--- src/rtl/mips_instr_encoder.sv ---
// Encodes abstract instruction requests into MIPS words, queued with sequential load addresses.
// Optional build macro MIPS_ENC_LI_EN compiles in the `li` pseudo-instruction (LI_LO state).
module mips_instr_encoder #(
    parameter int          DEPTH     = 4,
    parameter logic [31:0] BASE_ADDR = 32'h0000_3000
) (
    input  logic                     clk,
    input  logic                     reset,
    input  logic                     in_valid,
    output logic                     in_ready,
    input  logic [3:0]               in_kind,
    input  logic [4:0]               in_rs,
    input  logic [4:0]               in_rt,
    input  logic [4:0]               in_rd,
    input  logic [4:0]               in_shamt,
    input  logic [31:0]              in_imm,
    input  logic [25:0]              in_target,
    output logic                     out_valid,
    input  logic                     out_ready,
    output logic [31:0]              out_instr,
    output logic [31:0]              out_addr,
    output logic [$clog2(DEPTH):0]   level,
    output logic                     err
);
    localparam int AW = $clog2(DEPTH);

    typedef enum logic {IDLE, LI_LO} state_t;
    state_t state, state_nxt;

    logic [31:0]   mem_instr [DEPTH];
    logic [31:0]   mem_addr  [DEPTH];
    logic [AW-1:0] wr_ptr, rd_ptr;
    logic [AW:0]   cnt;
    logic [31:0]   addr_cnt;
    logic          full, push, pop, accept, legal;
    logic [31:0]   enc_word, push_word;

`ifdef MIPS_ENC_LI_EN
    logic          li_two;
    logic [4:0]    li_rt;
    logic [15:0]   li_lo;
`else
    logic          unused_imm_hi;
    assign unused_imm_hi = ^in_imm[31:16];
`endif

    assign full      = (cnt == (AW+1)'(DEPTH));
    assign out_valid = (cnt != '0);
    assign pop       = out_valid & out_ready;
    assign accept    = in_valid & in_ready;
    assign level     = cnt;
    // Empty FIFO shows the address the next word will get.
    assign out_instr = out_valid ? mem_instr[rd_ptr] : '0;
    assign out_addr  = out_valid ? mem_addr[rd_ptr]  : addr_cnt;

    always_comb begin
        enc_word = '0;
        legal    = 1'b1;
`ifdef MIPS_ENC_LI_EN
        li_two   = 1'b0;
`endif
        case (in_kind)
            4'd0: enc_word = {6'h00, in_rs, in_rt, in_rd, 5'd0, 6'h21};
            4'd1: enc_word = {6'h00, in_rs, in_rt, in_rd, 5'd0, 6'h23};
            4'd2: enc_word = {6'h0D, in_rs, in_rt, in_imm[15:0]};
            4'd3: enc_word = {6'h23, in_rs, in_rt, in_imm[15:0]};
            4'd4: enc_word = {6'h2B, in_rs, in_rt, in_imm[15:0]};
            4'd5: enc_word = {6'h04, in_rs, in_rt, in_imm[15:0]};
            4'd6: enc_word = {6'h0F, 5'd0, in_rt, in_imm[15:0]};
            4'd7: enc_word = {6'h03, in_target};
            4'd8: enc_word = {6'h00, in_rs, 15'd0, 6'h08};
            4'd9: enc_word = {6'h00, 5'd0, in_rt, in_rd, in_shamt, 6'h00};
`ifdef MIPS_ENC_LI_EN
            4'd10: begin
                if (in_imm[31:16] == 16'd0)
                    enc_word = {6'h0D, 5'd0, in_rt, in_imm[15:0]};
                else begin
                    enc_word = {6'h0F, 5'd0, in_rt, in_imm[31:16]};
                    li_two   = (in_imm[15:0] != 16'd0);
                end
            end
`endif
            default: legal = 1'b0;
        endcase
    end

    always_ff @(posedge clk) begin
        if (reset) state <= IDLE;
        else       state <= state_nxt;
    end

    always_comb begin
        state_nxt = state;
`ifdef MIPS_ENC_LI_EN
        case (state)
            IDLE:    if (accept && li_two) state_nxt = LI_LO;
            LI_LO:   if (!full) state_nxt = IDLE;
            default: state_nxt = IDLE;
        endcase
`else
        state_nxt = IDLE;
`endif
    end

    always_comb begin
        in_ready  = 1'b0;
        push      = 1'b0;
        push_word = enc_word;
        case (state)
            IDLE: begin
                in_ready = !reset && !full;
                push     = in_valid && !reset && !full && legal;
            end
`ifdef MIPS_ENC_LI_EN
            LI_LO: begin
                push      = !full;
                push_word = {6'h0D, li_rt, li_rt, li_lo};
            end
`endif
            default: ;
        endcase
    end

    always_ff @(posedge clk) begin
        if (push) begin
            mem_instr[wr_ptr] <= push_word;
            mem_addr[wr_ptr]  <= addr_cnt;
        end
    end

    always_ff @(posedge clk) begin
        if (reset) begin
            wr_ptr   <= '0;
            rd_ptr   <= '0;
            cnt      <= '0;
            addr_cnt <= BASE_ADDR;
            err      <= 1'b0;
        end else begin
            if (push) begin
                wr_ptr   <= wr_ptr + 1'b1;
                addr_cnt <= addr_cnt + 32'd4;
            end
            if (pop) rd_ptr <= rd_ptr + 1'b1;
            cnt <= cnt + (AW+1)'(push) - (AW+1)'(pop);
            if (accept && !legal) err <= 1'b1;
        end
    end

`ifdef MIPS_ENC_LI_EN
    always_ff @(posedge clk) begin
        if (accept && li_two) begin
            li_rt <= in_rt;
            li_lo <= in_imm[15:0];
        end
    end
`endif

endmodule

--- config.mk ---
export PLATFORM = sky130hd
export DESIGN_NAME = mips_instr_encoder
export DESIGN_NICKNAME = d
export VERILOG_FILES = /design/src/rtl/mips_instr_encoder.sv
export SDC_FILE = /design/constraint.sdc
export NUM_CORES = 1
export LEC_CHECK = 0
export ABC_CLOCK_PERIOD_IN_PS = 7300
export BUFFER_PORTS_ARGS = -buffer_cell sky130_fd_sc_hd__buf_4
export CAP_MARGIN = 40
export CORE_ASPECT_RATIO = 1.5
export CORE_MARGIN = 1.5
export CORE_UTILIZATION = 40
export CTS_BUF_LIST = sky130_fd_sc_hd__clkbuf_16
export CTS_CLUSTER_DIAMETER = 60
export DETAILED_ROUTE_END_ITERATION = 16
export PLACE_DENSITY = 0.69
export SLEW_MARGIN = 20
export SYNTH_ARGS = -nofsm -noshare
export SYNTH_HDL_FRONTEND = slang
export SYNTH_SLANG_ARGS = --single-unit
--- constraint.sdc ---
create_clock -name clk -period 7.3 [get_ports clk]
set_input_delay 1.46 -clock clk [delete_from_list [all_inputs] [get_ports clk]]
set_output_delay 1.46 -clock clk [all_outputs]
set_load 0.02 [all_outputs]
[Word level (Yosys, flattened, before mapping)]
Memory sizes are Yosys's and may differ from the RTL's. A register that Yosys moved wholly into a read port is not among the register bits.
Index checks and enable logic that the tools add are counted.
Operators by class
  equal/unequal tests: 10
  reduce and logical (&&, ||, !) cells: 11
  add/subtract/negate cells: 5
  mux-type cells: 10
  bitwise logic cells: 2
Operators by type and width (number)
  32-bit one-hot mux with 10 select lines: 1
  32-bit 2-to-1 mux: 2
  32-bit by 3-bit adder with 32-bit output, second input constant: 1
  4-bit by 3-bit equality test with 1-bit output, second input constant: 4
  10-bit OR reduction: 1
  4-bit by 2-bit equality test with 1-bit output, second input constant: 2
  4-bit equality test, second input constant: 2
  2-bit 2-to-1 mux: 4
  1-bit logical AND: 5
  2-bit by 1-bit adder with 2-bit output, second input constant: 2
  4-bit by 1-bit equality test with 1-bit output, second input constant: 1
  4-bit zero test: 1
  3-bit by 1-bit adder with 3-bit output: 1
  3-bit equality test, second input constant: 1
  1-bit zero test: 3
  1-bit 2-to-1 mux: 3
  3-bit nonzero test: 1
  3-bit by 1-bit subtractor with 3-bit output: 1
  1-bit bitwise AND: 2
Word-level totals
  bits in registers: 40
  memories: 2
  output and inout bits: 70
  bits in writable memories: 256
Memory list
  mem_addr: words 4, width 32, rd ports 1, clocked after Yosys merged registers in 1, write ports 1, RTL line 31  | logic [31:0] mem_addr [DEPTH];
  mem_instr: words 4, width 32, rd ports 1, clocked after Yosys merged registers in 1, write ports 1, RTL line 30  | logic [31:0] mem_instr [DEPTH];

[Longest topological paths before layout]
Gate-level depths: netlist of the first run.
  depth after elaboration: 6
  depth in mapped cells: 10

[Worst setup path before layout of the first run]
OpenSTA, ideal clock, no wires.
  path type: in2reg
  start point: in reset
  end point: mem mem_addr[0][10] (enable)
  cell stages on the path: 4
  setup slack: 3.303 ns
  setup time: 0.426 ns
  path buffers: 1
  arrival time: 3.572 ns
  cells stage by stage: and2b_1 > and3_1 > buf_2 > and2_1
Between the ends
  longest elaborated chain between the ends: 6
RTL lines
  from (decl): RTL line 8  | input logic reset,
  1-bit zero test: RTL line 112  | push = in_valid && !reset && !full && legal;
  1-bit logical AND (3 in a row): RTL line 112
  1-bit 2-to-1 mux: RTL line 125  | if (push) begin
  1-bit 2-to-1 mux (not written as such): RTL line 127  | mem_addr[wr_ptr] <= addr_cnt;
  to (decl): RTL line 31
Every way passes these cells.

==> reports/metrics.yaml, run 1 <==
ctsHtreeMaxLevel: 1
peakVddDrop_uv: 165.4
groute.usage.overall_pct: 16.11
cts.repair.resized: 0
synth_seq_area_share_pct: 69.08
outcome: "finished clean"
ctsHoldBuffers: 0
worst_pin_slew_ns: 0.8366
antenna_found_initial: 0
synthArstFlopShare_pct: 0
grt_max_degree: 49
wire_per_inst_um: 19.47
final_cell_mix: "edfxtp_1 (244), buf_4 (145), mux4_2 (61)"
cp_top_family: "buffers and inverters"
ys_warn_count: 0
cts_buffers: 25
layout-drive-gt1-share_pct: 34.59
cp_num_buf_inv: 3
die-area_um2: 30470
holdCritStartpoint: "wr_ptr[1]"
path_common_cell: "buf_4"
startpoint_type: "flop"
dpl.hpwl_mm: 15.51
die_w_um: 143.0
hold_viol_final: 0
fmax_mhz: 229.1
path_depth: 6
synth_flop_cell: "edfxtp_1"
r2r-end: "mem_addr[1][7]"
ant_nets: 0
slew_violations: 0
ys_seq_elements: 284
die_h_um: 213.0
synth.distinct_cells: 49
fin_setup_tns_ns: 0
drtIter0Drc: 405
vias: 6466
r2r_cells: 4
gr-total-overflow: 0
slowest_delay_ns: 0.65
hold_class: "reg2reg"
cts_buffer_depth: 3
cp_slowest_cell: "dfxtp_4"
io_buffers: 136
syn_area_um2: 11770
insertedDiodeCount: 0
drc: 0
synthCells: 692
p_per_area_nw_per_um2: 319.7
critical_path.max_fanout: 26
cts_post_setup_buffers_inserted: 0
synth_edf_count: 244
insertion_delay_ns: 0.52
leakagePower_nw: 4.830
arrival_ns: 2.91
grt_pass1_wl_mm: 37.09
setup_viol: 0
slew_headroom_pct: 43.64
final_common_cell: "edfxtp_1"
nNetsFinal: 926
synth.avg_cell_area_um2: 17.00
maxCapViolCount: 0
drt_wl_total_mm: 24.14
first_pass_iters: 6
place.gp.congestion: 0.7469
r2r_start: "level[1]"
crit_chain: "buf_12, buf_4, mux4_2, nand2_1, o21ai_0, buf_4"
root_buffer: "clkbuf_16"
grt_pass1_vias: 6618
worstPathRequired_ns: 5.84
cts.sink_count: 284
start_util_pct: 40.83
clkTransAtPathRegs_ns: 0.06
top_level_ports: 156
power_w: 0.004504
worstSetupPathType: "reg2out"
fin_crit_sh_pct: 59.80
routed_via_density: 5.215
clock_skew_ns: 0.008659
min_period_ns: 4.366
end_kind: "output pin"
syn2layout_area_growth_pct: 19.74
crit_end: "out_addr[21]"
coreArea_um2: 28810
rows: 76
rsz0062_at_grt: "no"
cts_tree: "yes"
r2r_slack_ns: 4.59
[tightest hold or removal path: cells and delay by family, from the launching register on]
kind | cells | cell delay [ns]
flops | 1 | 0.34
simple gates | 1 | 0.06
compound gates | 1 | 0.05
[worst min-delay path by stage]
stage	endpoint	slack [ns]	depth (start not counted)
after floorplan	wr_ptr[1]	0.47	2
after global placement	wr_ptr[1]	0.49	2
after detailed placement	wr_ptr[1]	0.49	2
after CTS	wr_ptr[1]	0.49	2
after global routing	wr_ptr[1]	0.52	2
final	wr_ptr[1]	0.50	2
[registers in the layout, summed over array words and instances, names as in the netlist, named ones only]
register,count
level,3
err,1
addr_cnt,30
mem_addr,120
rd_ptr,2
wr_ptr,2
mem_instr,124
[per-stage QoR]
| stage | instance area (um2) | cells | utilization, % | hold slack, ns | setup slack (ns) |
|---|---|---|---|---|---|
| after detailed placement | 13280 | 1195 | 46.10 | 0.4858 | 3.184 |
| after global routing | 14090 | 1240 | 48.89 | 0.5208 | 2.739 |
| after floorplan | 11770 | 694 | - | 0.4692 | 3.303 |
| after CTS | 14080 | 1239 | 48.87 | 0.4948 | 2.824 |
| final | 14090 | 1240 | 48.89 | 0.4977 | 2.934 |
| after global placement | 13170 | 1188 | 45.70 | 0.4856 | 2.902 |
[cells by family (layout without fill, tap and decap cells)]
kind of cell / Yosys count / after routing / synth area share (%)
simple gates: 165 / 165 / 7.913
compound gates: 55 / 55 / 3.339
buf+inv: 61 / 217 / 2.244
fa+ha+maj: 7 / 7 / 0.8082
xor+xnor: 30 / 30 / 2.233
flops: 284 / 284 / 69.08
mux: 89 / 89 / 14.35
other cells: 1 / 3 / 0.03187
[Yosys cell counts, types with 4 or more instances]
master,n,share of area (%)
a222oi_1,10,0.85
o21ai_0,10,0.43
nor2_1,36,1.1
o22ai_1,4,0.21
ha_1,6,0.64
edfxtp_1,244,62
xor2_1,6,0.45
mux4_2,61,12
buf_4,4,0.26
dfxtp_1,40,6.8
a21oi_1,13,0.55
nand3_1,10,0.43
and3_1,6,0.32
nor2b_1,5,0.27
buf_2,10,0.43
or3_1,6,0.32
and2_1,35,1.9
nand4_1,5,0.27
nor4_1,11,0.58
xnor2_1,24,1.8
nor3_1,8,0.34
clkbuf_1,24,0.77
a22o_1,12,0.89
inv_1,21,0.67
nand2_1,25,0.80
mux2_2,26,2.5
[layout make-up]
| class | count | area, um2 |
|---|---|---|
| inverter | 21 | 78.83 |
| tap | 390 | 488.0 |
| clock inverter | 19 | 170.2 |
| sequential | 284 | 8133 |
| fill | 2418 | 14730 |
| multi-input combinational | 349 | 3387 |
| timing repair buffer | 152 | 1205 |
| clock buffer | 25 | 625.6 |
[where the power goes]
group          internal, W  switching [W]
clock network     0.000730       0.000557
registers          0.00181      0.0000566
logic             0.000649       0.000702
total              0.00319        0.00132
[metal layers]
layer  GRT usage, %  routed length (um)
met2          28.99               12890
met3          2.400                1211
met1          18.93                9154
met4          7.181                 880
met5              0                   0
(Power assumes the default switching activity.)
==> run 2, diff against run 1 <==
--- a/config.mk
+++ b/config.mk
@@ -5,7 +5,7 @@
 export SDC_FILE = /design/constraint.sdc
 export NUM_CORES = 1
 export LEC_CHECK = 0
-export ABC_CLOCK_PERIOD_IN_PS = 7300
+export ABC_CLOCK_PERIOD_IN_PS = 3900
 export BUFFER_PORTS_ARGS = -buffer_cell sky130_fd_sc_hd__buf_4
 export CAP_MARGIN = 40
 export CORE_ASPECT_RATIO = 1.5
@@ -14,7 +14,7 @@
 export CTS_BUF_LIST = sky130_fd_sc_hd__clkbuf_16
 export CTS_CLUSTER_DIAMETER = 60
 export DETAILED_ROUTE_END_ITERATION = 16
-export PLACE_DENSITY = 0.69
+export PLACE_DENSITY = 0.71
 export SLEW_MARGIN = 20
 export SYNTH_ARGS = -nofsm -noshare
 export SYNTH_HDL_FRONTEND = slang
==> constraint.sdc (replaced) <==
create_clock -name clk -period 3.9 [get_ports clk]
set_input_delay 0.78 -clock clk [delete_from_list [all_inputs] [get_ports clk]]
set_output_delay 0.78 -clock clk [all_outputs]
set_load 0.02 [all_outputs]
==> run 2 against run 1 <==
Sequential cell count did not move. Non-clock buffer count rose by 5. Sequential power is 87% higher. First-iteration DRC count increased by 6.7%. Clock skew is essentially flat. Largest cell class unchanged. Worst hold slack got worse by 0.019 ns.
==> reports/metrics.yaml, run 2 (synthesis results as in run 1) <==
start_util_pct: 40.83
critical_path.max_fanout: 22
worst_pin_slew_ns: 0.8622
groute.usage.overall_pct: 16.32
fmax_mhz: 304.4
io_buffers: 136
end_kind: "output pin"
min_period_ns: 3.285
gr-total-overflow: 0
dpl.hpwl_mm: 15.77
fin_setup_tns_ns: 0
cts_buffer_depth: 3
slew_headroom_pct: 41.03
detailed_place.area_um2: 13330
maxCapViolCount: 0
largest_reg_flops: 124
arrival_ns: 2.51
top_level_ports: 156
clkTransAtPathRegs_ns: 0.07
cts_tree: "yes"
outcome: "finished clean"
hold_viol_final: 0
reg_top3: "mem_instr: 124 flops, mem_addr: 120 flops, addr_cnt: 30 flops"
die-area_um2: 30470
grt_max_degree: 43
crit_chain: "or3_2, buf_4, o21ai_0, buf_4"
root_buffer: "clkbuf_16"
slowest_delay_ns: 0.71
drt_wl_total_mm: 24.43
worstPathRequired_ns: 3.12
fin_crit_sh_pct: 84.24
antenna_found_initial: 1
pre_cts_ws_ns: 0.9298
rsz0062_at_grt: "no"
clock_skew_ns: 0.008234
ctsHoldBuffers: 0
final_common_cell: "edfxtp_1"
final_cell_mix: "edfxtp_1 (244), buf_4 (152), mux4_2 (61)"
path_common_cell: "buf_4"
setup_slack_ns: 0.6148
drtIter0Drc: 432
ant_nets: 0
rows: 76
worstSetupPathType: "reg2out"
vias: 6459
setup_viol: 0
leakagePower_nw: 4.899
slew_violations: 0
insertion_delay_ns: 0.52
hold_class: "reg2reg"
nNetsFinal: 932
regMostFlops: "mem_instr"
ctsHtreeMaxLevel: 1
cts.sink_count: 284
drc: 0
cts_post_setup_buffers_inserted: 0
layout-drive-gt1-share_pct: 35.39
die_w_um: 143.0
fin_area_um2: 14230
die_h_um: 213.0
p_per_area_nw_per_um2: 611.9
first_pass_iters: 6
cts_buffers: 26
grt_pass1_wl_mm: 37.91
grt_pass1_vias: 6806
peakVddDrop_uv: 343.8
routed_via_density: 5.167
wire_per_inst_um: 19.54
syn2layout_area_growth_pct: 20.98
startpoint_type: "flop"
cts.repair.resized: 0
cp_slowest_cell: "or3_2"
place.gp.congestion: 0.7433
coreArea_um2: 28810
-- run 2: changes by cell type in the layout (fill, tap and decap cells not counted), sizes merged, moves of 2 or more --
cell | before | now
clkinvlp | 2 | 4
buf | 152 | 157
inv | 24 | 27
clkbuf | 25 | 27
clkinv | 11 | 7
-- run 2: final timing paths --
check	startpoint	endpoint	slack [ns]	cells past startpoint
setup / recovery	level[1]	out_addr[11]	0.61	4
hold / removal	err	err	0.48	2
setup reg to reg	level[1]	level[2]	1.37	9
hold reg to reg	err	err	0.48	2
-- run 2: report_power, final --
part / switching [W] / internal, W / leakage (nW)
sequential: 0.0000998 / 0.00339 / 2.53
combinational: 0.00134 / 0.00125 / 1.93
clock: 0.00110 / 0.00154 / 0.443
total: 0.00254 / 0.00617 / 4.90
-- run 2: cell type report --
type                            count  area [um2]
Antenna cell                        1       2.502
Clock buffer                       27       675.6
Sequential cell                   284        8133
Timing Repair Buffer              157        1241
Tap cell                          390       488.0
Multi-Input combinational cell    349        3387
Inverter                           21       78.83
Clock inverter                     21       227.7
Fill cell                        2394       14580
-- run 2: routing by layer --
layer	global-route usage, %	vias to the layer above	share of wire, %	wire length (um)
li1	-	3008	-	-
met1	19.34	3273	40	9792
met2	30.90	156	54	13240
met3	2.153	22	4.2	1032
met4	4.017	0	1.5	359
met5	0	-	0	0
-- run 2: critical path, delay by kind of cell, from the launching register on --
family | cells | cell delay, ns
AND/OR/NAND/NOR | 1 | 0.71
buffers and inverters | 2 | 0.53
AO/OA/AOI/OAI | 1 | 0.37
flip-flops | 1 | 0.37
-- run 2: stage by stage --
stage	util [%]	total power [W]	hold slack [ns]	cells
detailed placement	46.26	0.006190	0.4671	1201
floorplan	-	0.005170	0.4692	694
CTS	49.39	0.008831	0.4824	1249
global placement	46.26	0.006172	0.4590	1201
finish	49.40	0.008709	0.4785	1250
global route	49.40	0.009071	0.5060	1250
